**src/rtl/crc_stream.sv**
```systemverilog
// Streaming CRC engine: byte-enabled beats of up to DWIDTH bits, one full-beat
// CRC update per cycle, and a registered result strobe one cycle after s_last.
module crc_stream #(
   parameter int                DWIDTH    = 64,
   parameter int                OWIDTH    = 32,
   parameter logic [OWIDTH-1:0] POLY      = OWIDTH'(32'h04C11DB7),
   parameter logic [OWIDTH-1:0] INIT      = '1,
   parameter logic [OWIDTH-1:0] XOROUT    = '1,
   parameter bit                LSB_FIRST = 1'b1,
   parameter logic [OWIDTH-1:0] RESIDUE   = OWIDTH'(32'hDEBB20E3),
   parameter int                LWIDTH    = 16
) (
   input  logic                clk,
   input  logic                rst_n,
   input  logic                s_valid,
   input  logic [DWIDTH-1:0]   s_data,
   input  logic [DWIDTH/8-1:0] s_keep,
   input  logic                s_last,
   output logic                crc_valid,
   output logic [OWIDTH-1:0]   crc,
   output logic                crc_ok,
   output logic [LWIDTH-1:0]   frame_len,
   output logic                frame_err
);

   localparam int NB = DWIDTH / 8;

   function automatic logic [OWIDTH-1:0] reflect(input logic [OWIDTH-1:0] v);
      logic [OWIDTH-1:0] res;
      for (int i = 0; i < OWIDTH; i++) res[i] = v[OWIDTH-1-i];
      return res;
   endfunction

   localparam logic [OWIDTH-1:0] POLY_R = reflect(POLY);

   logic [OWIDTH-1:0] r_q, r_d;
   logic [LWIDTH-1:0] len_q, len_d;
   logic              err_q, err_d;
   logic              in_frame_q;
   logic              crc_valid_q;
   logic [OWIDTH-1:0] crc_q;
   logic              crc_ok_q;
   logic [LWIDTH-1:0] frame_len_q;
   logic              frame_err_q;

   logic [LWIDTH+7:0] sum_v;
   logic              gap_v;

   // NOTE: the per-byte chain below relies on blocking assignments so each byte
   // sees the register produced by the byte before it within the same cycle;
   // every variable is given a value up front so no latch is inferred.
   always_comb begin
      r_d   = in_frame_q ? r_q : INIT;
      err_d = in_frame_q ? err_q : 1'b0;
      sum_v = {8'd0, (in_frame_q ? len_q : {LWIDTH{1'b0}})};
      gap_v = 1'b0;
      for (int k = 0; k < NB; k++) begin
         if (s_keep[k]) begin
            if (gap_v) err_d = 1'b1;
            sum_v = sum_v + {{(LWIDTH+7){1'b0}}, 1'b1};
            if (LSB_FIRST) begin
               r_d[7:0] = r_d[7:0] ^ s_data[8*k +: 8];
               for (int b = 0; b < 8; b++)
                  r_d = {1'b0, r_d[OWIDTH-1:1]} ^ (r_d[0] ? POLY_R : '0);
            end else begin
               r_d[OWIDTH-1 -: 8] = r_d[OWIDTH-1 -: 8] ^ s_data[8*k +: 8];
               for (int b = 0; b < 8; b++)
                  r_d = {r_d[OWIDTH-2:0], 1'b0} ^ (r_d[OWIDTH-1] ? POLY : '0);
            end
         end else begin
            gap_v = 1'b1;
         end
      end
      // A partial beat is only legal when it closes the frame.
      if (!s_last && !(&s_keep)) err_d = 1'b1;
      len_d = (|sum_v[LWIDTH+7:LWIDTH]) ? {LWIDTH{1'b1}} : sum_v[LWIDTH-1:0];
   end

   always_ff @(posedge clk or negedge rst_n) begin
      if (!rst_n) begin
         r_q         <= INIT;
         len_q       <= '0;
         err_q       <= 1'b0;
         in_frame_q  <= 1'b0;
         crc_valid_q <= 1'b0;
         crc_q       <= '0;
         crc_ok_q    <= 1'b0;
         frame_len_q <= '0;
         frame_err_q <= 1'b0;
      end else begin
         crc_valid_q <= s_valid && s_last;
         if (s_valid) begin
            r_q        <= r_d;
            len_q      <= len_d;
            err_q      <= err_d;
            in_frame_q <= !s_last;
            if (s_last) begin
               crc_q       <= r_d ^ XOROUT;
               crc_ok_q    <= (r_d == RESIDUE);
               frame_len_q <= len_d;
               frame_err_q <= err_d;
            end
         end
      end
   end

   assign crc_valid = crc_valid_q;
   assign crc       = crc_q;
   assign crc_ok    = crc_ok_q;
   assign frame_len = frame_len_q;
   assign frame_err = frame_err_q;

endmodule

```
**config.mk**
```make
export PLATFORM = sky130hd
export DESIGN_NAME = crc_stream
export DESIGN_NICKNAME = d
export VERILOG_FILES = /design/src/rtl/crc_stream.sv
export SDC_FILE = /design/constraint.sdc
export NUM_CORES = 1
export LEC_CHECK = 0
export BUFFER_PORTS_ARGS = -buffer_cell sky130_fd_sc_hd__buf_2
export CORE_UTILIZATION = 42
export CTS_CLUSTER_SIZE = 25
export DETAILED_ROUTE_END_ITERATION = 8
export REMOVE_ABC_BUFFERS = 1
export SYNTH_ARGS = -nofsm -noshare
export SYNTH_HDL_FRONTEND = slang
export SYNTH_SLANG_ARGS = --single-unit
```
**constraint.sdc**
```tcl
create_clock -name clk -period 10.05 [get_ports clk]
set_clock_uncertainty 0.05 [all_clocks]
set_input_delay 0.5025 -clock clk [delete_from_list [all_inputs] [get_ports clk]]
set_output_delay 0.5025 -clock clk [all_outputs]
set_load 0.005 [all_outputs]
```
==> results of run 1 <==
stage by stage:
stage	util [%]	instances	hold WS (ns)	instance area [µm²]	TNS (ns)
finish	50.34	3240	0.03561	23040	0
global route	50.34	3240	0.07013	23040	-0.1368
CTS	48.91	3215	0.04971	22390	0
detailed placement	48.11	3199	0.4086	22020	-1.245
global placement	48.11	3199	0.4062	22020	-0.5543
floorplan	-	2277	0.1569	19120	-39.84
logic make-up after synthesis:
| family | synth area share, % |
|---|---|
| fa+ha+maj | 0.5086 |
| compound gates | 18.80 |
| buf+inv | 3.407 |
| xor+xnor | 35.60 |
| simple gates | 21.42 |
| mux | 7.215 |
| flops | 13.04 |
state kept, by name, indices dropped and copies added, names as in the netlist:
| register | cells |
|---|---|
| r_q | 32 |
| len_q | 16 |
| crc_valid | 1 |
| err_q | 1 |
| frame_len | 16 |
| in_frame_q | 1 |
| crc_ok | 1 |
| crc | 32 |
| frame_err | 1 |
final timing paths:
path                       cells after the start     from       endpoint
hold reg to reg                                2  crc[16]        crc[16]
setup / recovery                              34   r_q[3]         crc_ok
setup reg to reg                              34   r_q[3]         crc_ok
hold / removal                                 1    rst_n  frame_len[15]
min in group clk                               2  crc[16]        crc[16]
max in group asynchronous                      2    rst_n     in_frame_q
repair_timing:
action                                 4_1_cts  5_1_grt
resized for setup                           12       80
setup buffers                                0       25
setup endpoints to repair                   12       54
endpoints found under the hold margin        0        0
pin swaps                                    2       20
metal layers:
metal | up-vias | GRT usage, %
met5 | - | 0
met4 | 0 | 9.650
li1 | 9062 | -
met3 | 112 | 2.143
met2 | 649 | 47.29
met1 | 9173 | 40.39
critical path: cells and delay by family (launching register included):
kind | cells | cell delay, ns
compound gates | 10 | 2.92
xor+xnor | 12 | 3.07
buf+inv | 4 | 0.74
simple gates | 6 | 1.64
mux | 2 | 0.54
flops | 1 | 0.71
layout make-up:
cell class	count	area [µm²]
clock buffers	10	250.2
clock inverters	6	70.07
inverters	30	112.6
repair buffers	347	2333
well taps	600	750.7
multi-input cells	2146	16950
flip-flops and latches	101	2572
fillers	4425	22730
synthesized netlist by cell type (17+ instances only):
| cell | count | share of area [%] |
|---|---|---|
| xnor2_1 | 324 | 14 |
| nand2_1 | 219 | 4.2 |
| a31oi_1 | 24 | 0.76 |
| buf_1 | 22 | 0.42 |
| or3_1 | 25 | 0.79 |
| nand3_1 | 60 | 1.5 |
| a21o_1 | 17 | 0.65 |
| a211oi_1 | 24 | 0.92 |
| nor2b_1 | 21 | 0.67 |
| inv_1 | 26 | 0.50 |
| mux2_2 | 40 | 2.3 |
| xnor3_1 | 83 | 9.5 |
| and2_1 | 27 | 0.86 |
| buf_2 | 17 | 0.43 |
| o211ai_1 | 26 | 0.99 |
| o21ai_0 | 93 | 2.4 |
| a21oi_1 | 151 | 3.8 |
| clkbuf_1 | 89 | 1.7 |
| nand4_1 | 30 | 0.95 |
| nor2_1 | 241 | 4.6 |
| and3_1 | 21 | 0.67 |
| dfrtp_1 | 69 | 8.8 |
| or2_2 | 21 | 0.67 |
| mux2i_1 | 91 | 4.6 |
| o22ai_1 | 18 | 0.57 |
| dfstp_2 | 32 | 4.3 |
| nand2b_1 | 32 | 1.0 |
| xor2_1 | 172 | 7.7 |
| nor3_1 | 61 | 1.6 |
| nor4_1 | 20 | 0.64 |
layout by cell type, fill, tap and decap left out, types with 81 or more instances in the layout:
cell type / instances
mux2i_1: 83
xnor2_1: 310
nor2_1: 241
xnor3_1: 81
xor2_1: 164
nand2_1: 216
a21oi_1: 147
o21ai_0: 90
buf_4: 218
buf_2: 125
==> metrics.txt, run 1 <==
# TYPE chip_impl_metric gauge
chip_impl_info{name="status",value="completed"} 1
chip_impl_metric{name="floorplan.core_area",unit="mm²"} 0.04577
chip_impl_metric{name="synth_sequential_area_ratio",unit="%"} 13.04
chip_impl_metric{name="drive_above_1_share",unit="%"} 22.80
chip_impl_metric{name="start_util",unit="%"} 43.00
chip_impl_metric{name="syn_area_per_cell",unit="µm²"} 8.160
chip_impl_metric{name="highest_clock_rate",unit="MHz"} 102.8
chip_impl_metric{name="min_period_over_period",unit="%"} 96.81
chip_impl_metric{name="routed_via_density",unit=""} 5.863
chip_impl_info{name="critical_path.slowest_cell",value="dfstp_4"} 1
chip_impl_metric{name="dieWidth",unit="µm"} 218.5
chip_impl_metric{name="via_count_of_the_first_global_routing_pass",unit=""} 18170
chip_impl_info{name="timing_worst_setup_path_type",value="reg -> reg"} 1
chip_impl_metric{name="final_net_count",unit=""} 2719
chip_impl_metric{name="grt_pass1_wl",unit="µm"} 106700
chip_impl_metric{name="max_slew.worst_pin.slew",unit="ns"} 1.127
chip_impl_metric{name="cts.hold.buffers_added",unit=""} 0
chip_impl_metric{name="detail_route.wirelength.met1",unit="µm"} 31390
chip_impl_metric{name="initial_drt_markers",unit=""} 1489
chip_impl_metric{name="die_height",unit="µm"} 218.5
chip_impl_info{name="timing.hold.worst.class",value="in -> async"} 1
chip_impl_metric{name="final.setup.worst_slack",unit="ns"} 0.3209
chip_impl_metric{name="slew_headroom",unit="%"} 24.19
chip_impl_metric{name="drv_slew",unit=""} 0
chip_impl_metric{name="ys_ff_latch",unit=""} 101
chip_impl_metric{name="netlist_area",unit="mm²"} 0.01968
chip_impl_metric{name="post_placement_setup_slack",unit="ns"} -0.2965
chip_impl_metric{name="detailroute.wirelength.met2",unit="µm"} 32220
chip_impl_metric{name="insertedDiodeCount",unit=""} 0
chip_impl_metric{name="cts-root-to-sink-buffers",unit=""} 2
chip_impl_metric{name="syn_warnings",unit=""} 0
chip_impl_info{name="worst_setup_path_start_kind",value="flip-flop"} 1
chip_impl_metric{name="critPathMaxFanout",unit=""} 8
chip_impl_metric{name="clk_transition_reported_paths",unit="ns"} 0.08
chip_impl_metric{name="route.vias.total",unit=""} 19000
chip_impl_metric{name="timing.critical_path.arrival",unit="ns"} 9.95
chip_impl_metric{name="port-buffer-count",unit=""} 126
chip_impl_metric{name="ant_nets",unit=""} 0
chip_impl_metric{name="number_of_flops_mapped_to_enable_cells_by_yosys",unit=""} 0
chip_impl_info{name="ys.flop_type",value="dfrtp_1"} 1
chip_impl_metric{name="number_of_top_level_design_ports",unit=""} 127
chip_impl_metric{name="std_cell_rows",unit=""} 78
chip_impl_metric{name="finalWeightedCongestion",unit=""} 0.9423
chip_impl_metric{name="largest_net_degree_at_the_start_of_global_routing",unit=""} 82
chip_impl_metric{name="final.min_clock_period",unit="ns"} 9.729
chip_impl_metric{name="regToRegSetupSlack",unit="ns"} 0.32
chip_impl_metric{name="tritoncts.num_buffers",unit=""} 9
chip_impl_metric{name="htreeDepth",unit=""} 3
chip_impl_metric{name="number_of_standard_cells_after_synthesis",unit=""} 2412
chip_impl_metric{name="clock_sink_count",unit=""} 101
chip_impl_metric{name="worst-endpoint-required",unit="ns"} 10.28
chip_impl_metric{name="timing.final.hold_violations",unit=""} 0
chip_impl_metric{name="finalSetupViolCount",unit=""} 0
chip_impl_metric{name="fp.dieArea",unit="mm²"} 0.04773
chip_impl_info{name="cts-root-buf",value="clkbuf_16"} 1
chip_impl_metric{name="synth_async_sr_flop_share",unit="%"} 100.0
chip_impl_metric{name="critical-path-max-stage-delay",unit="ns"} 0.71
chip_impl_info{name="cts_tree",value="built"} 1
chip_impl_metric{name="routedWlPerCell",unit="µm"} 21.53
chip_impl_metric{name="synthToLayoutAreaGrowth",unit="%"} 17.07
chip_impl_metric{name="met3_wirelength",unit="µm"} 3903
chip_impl_metric{name="clk_latency",unit="ns"} 0.37
chip_impl_metric{name="post_synth_num_cell_types",unit=""} 110
chip_impl_info{name="worst_setup_path_end_kind",value="flip-flop"} 1
chip_impl_metric{name="number_of_drc_violations_after_detailed_routing",unit=""} 0
chip_impl_metric{name="drt_first_pass_iters",unit=""} 5
chip_impl_metric{name="gr-usage-all-layers",unit="%"} 29.03
chip_impl_metric{name="routed_wl",unit="µm"} 69750
chip_impl_metric{name="grt.overflow.total",unit=""} 0
chip_impl_metric{name="place_hpwl",unit="µm"} 56720
chip_impl_info{name="maxUsedRoutingLayer",value="met4"} 1
chip_impl_metric{name="cap_viol_max_count",unit=""} 0
chip_impl_metric{name="grt_antenna_before_repair",unit=""} 0
Power of run 1 is left out: the tool's default activity adds up to more than one toggle a clock period on the data nets, which glitch-free logic cannot reach.
==> inputs of run 2 (changes only) <==
- CORE_MARGIN: unset -> 4
- MAX_ROUTING_LAYER: unset -> met4
==> run 2 against run 1 <==
Compared with the run above: critical path depth decreased by 2; maximum frequency decreased by 1.0%; cell count increased by 1.6%; global-route usage decreased by 0.87 points; die area increased by 5.6%; critical endpoint unchanged; largest cell class unchanged.
==> metrics.txt, run 2 (same netlist as run 1, synthesis figures left out) <==
# TYPE chip_impl_metric gauge
chip_impl_info{name="status",value="completed"} 1
chip_impl_metric{name="r2r.worst_path.cells",unit=""} 32
chip_impl_metric{name="critPathMaxFanout",unit=""} 5
chip_impl_metric{name="highest_clock_rate",unit="MHz"} 101.7
chip_impl_info{name="timing.rr.start",value="r_q[2]"} 1
chip_impl_metric{name="final_core_utilization",unit="%"} 50.47
chip_impl_metric{name="port-buffer-count",unit=""} 126
chip_impl_metric{name="drv_slew",unit=""} 0
chip_impl_metric{name="floorplan.core_area",unit="mm²"} 0.04646
chip_impl_metric{name="dieWidth",unit="µm"} 224.5
chip_impl_metric{name="timing.final.hold_violations",unit=""} 0
chip_impl_metric{name="clk_transition_reported_paths",unit="ns"} 0.07
chip_impl_metric{name="drt_first_pass_iters",unit=""} 6
chip_impl_metric{name="grt_pass1_wl",unit="µm"} 108900
chip_impl_metric{name="critical-path-max-stage-delay",unit="ns"} 0.63
chip_impl_metric{name="slew_headroom",unit="%"} 33.81
chip_impl_info{name="timing_worst_setup_path_type",value="reg -> reg"} 1
chip_impl_metric{name="min_period_over_period",unit="%"} 97.79
chip_impl_info{name="timing.hold.worst.class",value="in -> async"} 1
chip_impl_metric{name="tritoncts.num_buffers",unit=""} 9
chip_impl_metric{name="num-fill-cells",unit=""} 4565
chip_impl_metric{name="clk_latency",unit="ns"} 0.37
chip_impl_metric{name="gr-usage-all-layers",unit="%"} 28.16
chip_impl_info{name="layout_common_cells",value="xnor2_1, buf_4, nor2_1"} 1
chip_impl_metric{name="largest_net_degree_at_the_start_of_global_routing",unit=""} 82
chip_impl_metric{name="routedWlPerCell",unit="µm"} 21.92
chip_impl_metric{name="cts.hold.buffers_added",unit=""} 0
chip_impl_metric{name="regToRegSetupSlack",unit="ns"} 0.22
chip_impl_info{name="critical_path.slowest_cell",value="dfstp_2"} 1
chip_impl_info{name="cts-root-buf",value="clkbuf_16"} 1
chip_impl_metric{name="initial_drt_markers",unit=""} 1700
chip_impl_metric{name="htreeDepth",unit=""} 3
chip_impl_metric{name="via_count_of_the_first_global_routing_pass",unit=""} 18290
chip_impl_metric{name="max_slew.worst_pin.slew",unit="ns"} 0.9917
chip_impl_metric{name="std_cell_rows",unit=""} 79
chip_impl_metric{name="routed_wl",unit="µm"} 72190
chip_impl_metric{name="clock_sink_count",unit=""} 101
chip_impl_metric{name="grt.overflow.total",unit=""} 0
chip_impl_info{name="crit_path_start",value="r_q[2]"} 1
chip_impl_metric{name="fp.dieArea",unit="mm²"} 0.05039
chip_impl_metric{name="cts-root-to-sink-buffers",unit=""} 2
chip_impl_info{name="r2r_end",value="crc_ok"} 1
chip_impl_metric{name="routed_via_density",unit=""} 5.842
chip_impl_metric{name="finalSetupViolCount",unit=""} 0
chip_impl_metric{name="final_net_count",unit=""} 2763
chip_impl_info{name="layout.cells.most_common",value="xnor2_1"} 1
chip_impl_metric{name="number_of_top_level_design_ports",unit=""} 127
chip_impl_metric{name="synthToLayoutAreaGrowth",unit="%"} 19.12
chip_impl_metric{name="start_util",unit="%"} 42.37
chip_impl_info{name="cp_common_cell",value="xnor3_1"} 1
chip_impl_metric{name="place_hpwl",unit="µm"} 58550
chip_impl_info{name="worst_setup_path_start_kind",value="flip-flop"} 1
chip_impl_metric{name="number_of_drc_violations_after_detailed_routing",unit=""} 0
chip_impl_metric{name="final.min_clock_period",unit="ns"} 9.828
chip_impl_metric{name="die_height",unit="µm"} 224.5
chip_impl_metric{name="timing.critical_path.arrival",unit="ns"} 10.04
chip_impl_metric{name="final-seq-area",unit="mm²"} 0.002567
chip_impl_metric{name="route.vias.total",unit=""} 19240
chip_impl_metric{name="grt_antenna_before_repair",unit=""} 1
chip_impl_metric{name="drive_above_1_share",unit="%"} 24.70
chip_impl_metric{name="cap_viol_max_count",unit=""} 0
chip_impl_metric{name="ant_nets",unit=""} 0
chip_impl_info{name="cts_tree",value="built"} 1
chip_impl_metric{name="finalWeightedCongestion",unit=""} 1.008
chip_impl_metric{name="multiInputGateArea",unit="mm²"} 0.01707
chip_impl_info{name="worst_setup_path_end_kind",value="flip-flop"} 1
chip_impl_metric{name="worst-endpoint-required",unit="ns"} 10.26
## run 2: cell count changes in the layout (fill, tap and decap cells not counted), moves of 3 or more
cell,before,now
buf_4,218,263
or3_1,25,21
or3_4,0,4
xnor3_1,81,77
xnor3_2,3,7
a21oi_1,147,144
a21oi_2,6,9
nor2_2,2,5
xnor2_1,310,307
## run 2: timing repair
| action | 4_1_cts | 5_1_grt |
|---|---|---|
| setup buffers | 6 | 34 |
| resized for setup | 31 | 84 |
| setup endpoints to repair | 36 | 50 |
| pin swaps | 8 | 27 |
## run 2: final cells by class
type	count	share of cell area, %
multi-input combinational	2146	72.80
timing repair buffer	391	11.31
sequential	101	10.95
tap	607	3.239
clock buffer	10	0.9766
inverter	30	0.4803
clock inverter	6	0.2241
antenna	2	0.02135
## run 2: per-layer routing
layer	track usage [%]	routed length [µm]	part of all wire [%]
met5	-	0	0
met4	6.462	1617	2.2
met3	2.858	3977	5.5
met2	45.88	34280	47
met1	38.16	32320	45
## run 2: how the worst max path moves through the flow
stage	slack (ns)	depth (start not counted)	end
global placement	-0.55	34	crc_ok
floorplan	-1.37	29	crc_ok
finish	0.22	32	crc_ok
detailed placement	-0.64	34	crc_ok
CTS	0.007	33	crc_ok
global route	-0.06	35	crc[5]
## run 2: worst max-delay path, delay by kind of cell (launching register included)
| family | cells | cell delay (ns) |
|---|---|---|
| xor gates and xnor gates | 11 | 3.49 |
| AOI/OAI and AO/OA | 10 | 2.88 |
| and+or+nand+nor | 8 | 2.08 |
| DFF | 1 | 0.63 |
| buffers and inverters | 2 | 0.31 |
| muxes | 1 | 0.25 |
## run 2: through the flow
stage / hold WS (ns) / instance area (µm²) / setup slack [ns] / std cells / setup TNS [ns]
finish: 0.08268 / 23450 / 0.2217 / 3293 / 0
global placement: 0.4061 / 22210 / -0.5543 / 3235 / -2.218
floorplan: 0.1569 / 19120 / -1.368 / 2277 / -39.84
detailed placement: 0.4149 / 22210 / -0.6435 / 3235 / -3.361
CTS: 0.1161 / 22720 / 0.007137 / 3257 / 0
global route: 0.1344 / 23450 / -0.05598 / 3293 / -0.1287
Power of run 2 is left out for the same reason.
==> inputs of run 3 (changes only) <==
- CORE_UTILIZATION: 42 -> 58
- PLACE_DENSITY: unset -> 0.8
==> run 3 against run 2 <==
Compared with the run above: global-route usage up 7.9 points; core utilization up 17 points; cell count down 6.8%; critical endpoint unchanged; worst setup slack worse by 0.097 ns; wire length down 6.9%.
==> metrics.txt, run 3 (same netlist as run 1, synthesis figures left out) <==
# TYPE chip_impl_metric gauge
chip_impl_metric{name="tritoncts.num_buffers",unit=""} 9
chip_impl_metric{name="highest_clock_rate",unit="MHz"} 100.8
chip_impl_metric{name="critPathMaxFanout",unit=""} 9
chip_impl_metric{name="finalWeightedCongestion",unit=""} 1.052
chip_impl_metric{name="critical-path-max-stage-delay",unit="ns"} 0.74
chip_impl_metric{name="finish.cell_count_without_fillers",unit=""} 3069
chip_impl_metric{name="post_placement_setup_slack",unit="ns"} -0.1674
chip_impl_metric{name="drive_above_1_share",unit="%"} 22.53
chip_impl_metric{name="timing.critical_path.arrival",unit="ns"} 10.15
chip_impl_metric{name="slew_headroom",unit="%"} 43.26
chip_impl_metric{name="grt_pass1_wl",unit="µm"} 102000
chip_impl_metric{name="min_period_over_period",unit="%"} 98.76
chip_impl_metric{name="ant_nets",unit=""} 0
chip_impl_metric{name="clk_latency",unit="ns"} 0.36
chip_impl_metric{name="drv_slew",unit=""} 0
chip_impl_metric{name="route.vias.total",unit=""} 19340
chip_impl_metric{name="final.min_clock_period",unit="ns"} 9.925
chip_impl_info{name="layout.cells.most_common",value="xnor2_1"} 1
chip_impl_metric{name="routed_wl",unit="µm"} 67240
chip_impl_metric{name="r2r.worst_path.cells",unit=""} 33
chip_impl_info{name="worst_setup_path_end_kind",value="flip-flop"} 1
chip_impl_metric{name="place_hpwl",unit="µm"} 53550
chip_impl_metric{name="fp.dieArea",unit="mm²"} 0.03695
chip_impl_info{name="cts_tree",value="built"} 1
chip_impl_metric{name="globalRouteMet2Util",unit="%"} 57.53
chip_impl_metric{name="initial_drt_markers",unit=""} 2137
chip_impl_metric{name="synthToLayoutAreaGrowth",unit="%"} 15.50
chip_impl_metric{name="cts.hold.buffers_added",unit=""} 0
chip_impl_info{name="timing_worst_setup_path_type",value="reg -> reg"} 1
chip_impl_metric{name="cap_viol_max_count",unit=""} 0
chip_impl_metric{name="clock_sink_count",unit=""} 101
chip_impl_metric{name="finalSetupViolCount",unit=""} 0
chip_impl_metric{name="die_height",unit="µm"} 192.2
chip_impl_metric{name="num-fill-cells",unit=""} 2851
chip_impl_metric{name="numPlacedInstances",unit=""} 3023
chip_impl_metric{name="grt.overflow.total",unit=""} 0
chip_impl_info{name="top_usage_layer",value="met2"} 1
chip_impl_metric{name="number_of_drc_violations_after_detailed_routing",unit=""} 0
chip_impl_metric{name="timing.final.hold_violations",unit=""} 0
chip_impl_metric{name="max_slew.worst_pin.slew",unit="ns"} 0.8511
chip_impl_metric{name="final.setup.worst_slack",unit="ns"} 0.1249
chip_impl_metric{name="cts-root-to-sink-buffers",unit=""} 2
chip_impl_metric{name="drt_first_pass_iters",unit=""} 6
chip_impl_metric{name="grt_use_met1",unit="%"} 47.94
chip_impl_metric{name="grt_antenna_before_repair",unit=""} 0
chip_impl_metric{name="globalRouteMet3Util",unit="%"} 4.017
chip_impl_metric{name="port-buffer-count",unit=""} 126
chip_impl_info{name="cts-root-buf",value="clkbuf_16"} 1
chip_impl_metric{name="routed_via_density",unit=""} 6.300
chip_impl_info{name="status",value="completed"} 1
chip_impl_metric{name="dieWidth",unit="µm"} 192.2
chip_impl_metric{name="via_count_of_the_first_global_routing_pass",unit=""} 18100
chip_impl_metric{name="gr-usage-all-layers",unit="%"} 36.05
chip_impl_info{name="layout_common_cells",value="xnor2_1, nor2_1, nand2_1"} 1
chip_impl_metric{name="htreeDepth",unit=""} 3
chip_impl_metric{name="start_util",unit="%"} 58.70
chip_impl_metric{name="routedWlPerCell",unit="µm"} 21.91
chip_impl_metric{name="largest_net_degree_at_the_start_of_global_routing",unit=""} 81
chip_impl_info{name="worst_setup_path_start_kind",value="flip-flop"} 1
chip_impl_metric{name="fin_worst_hold_slack",unit="ns"} 0.1190
chip_impl_metric{name="clk_transition_reported_paths",unit="ns"} 0.08
chip_impl_metric{name="std_cell_rows",unit=""} 67
chip_impl_metric{name="number_of_top_level_design_ports",unit=""} 127
chip_impl_metric{name="worst-endpoint-required",unit="ns"} 10.27
chip_impl_info{name="timing.hold.worst.class",value="in -> async"} 1
chip_impl_info{name="critical_path.slowest_cell",value="dfstp_4"} 1
chip_impl_metric{name="floorplan.core_area",unit="mm²"} 0.03353
chip_impl_metric{name="final_net_count",unit=""} 2698
## run 3: per-stage QoR
step,cell area [µm²],setup TNS [ns],utilization [%]
floorplan,19120,-39.84,-
global placement,21620,-0.03405,64.49
detailed placement,21620,-0.3867,64.49
CTS,21980,0,65.56
global route,22730,-0.1367,67.78
finish,22730,0,67.79
## run 3: routing by layer
| layer | up-vias | share of wire, % |
|---|---|---|
| met5 | - | 0 |
| met4 | 0 | 4.0 |
| met3 | 172 | 8.0 |
| met2 | 868 | 46 |
| met1 | 9286 | 42 |
| li1 | 9010 | - |
## run 3: worst paths after layout
path | from | endpoint | slack (ns)
setup reg to reg | r_q[3] | crc_ok | 0.12
setup / recovery | r_q[3] | crc_ok | 0.12
hold reg to reg | crc[24] | crc[24] | 0.42
hold / removal | rst_n | crc[21] | 0.12
max in group asynchronous | rst_n | crc[11] | 8.66
min in group clk | crc[24] | crc[24] | 0.42
## run 3: what timing repair did
item,CTS,global route
gates resized for setup,9,104
buffers inserted,1,27
endpoints found under the setup margin,6,57
pin swaps,1,30
gates cloned,0,0
## run 3: cell type report
class,count,area (µm²),share of cell area (%)
Multi-Input combinational cell,2146,17030,74.92
Sequential cell,101,2571,11.31
Timing Repair Buffer,326,2163,9.516
Tap cell,448,560.5,2.466
Clock buffer,10,229.0,1.007
Inverter,30,112.6,0.4953
Clock inverter,6,60.06,0.2642
Antenna cell,2,5.005,0.02202
## run 3: critical path, delay by kind of cell, from the launching register on
| kind | cells | cell delay [ns] |
|---|---|---|
| xor+xnor | 11 | 3.15 |
| compound gates | 11 | 2.77 |
| simple gates | 5 | 1.61 |
| mux | 3 | 0.95 |
| flops | 1 | 0.74 |
| buf+inv | 3 | 0.54 |
Power of run 3 is left out for the same reason.
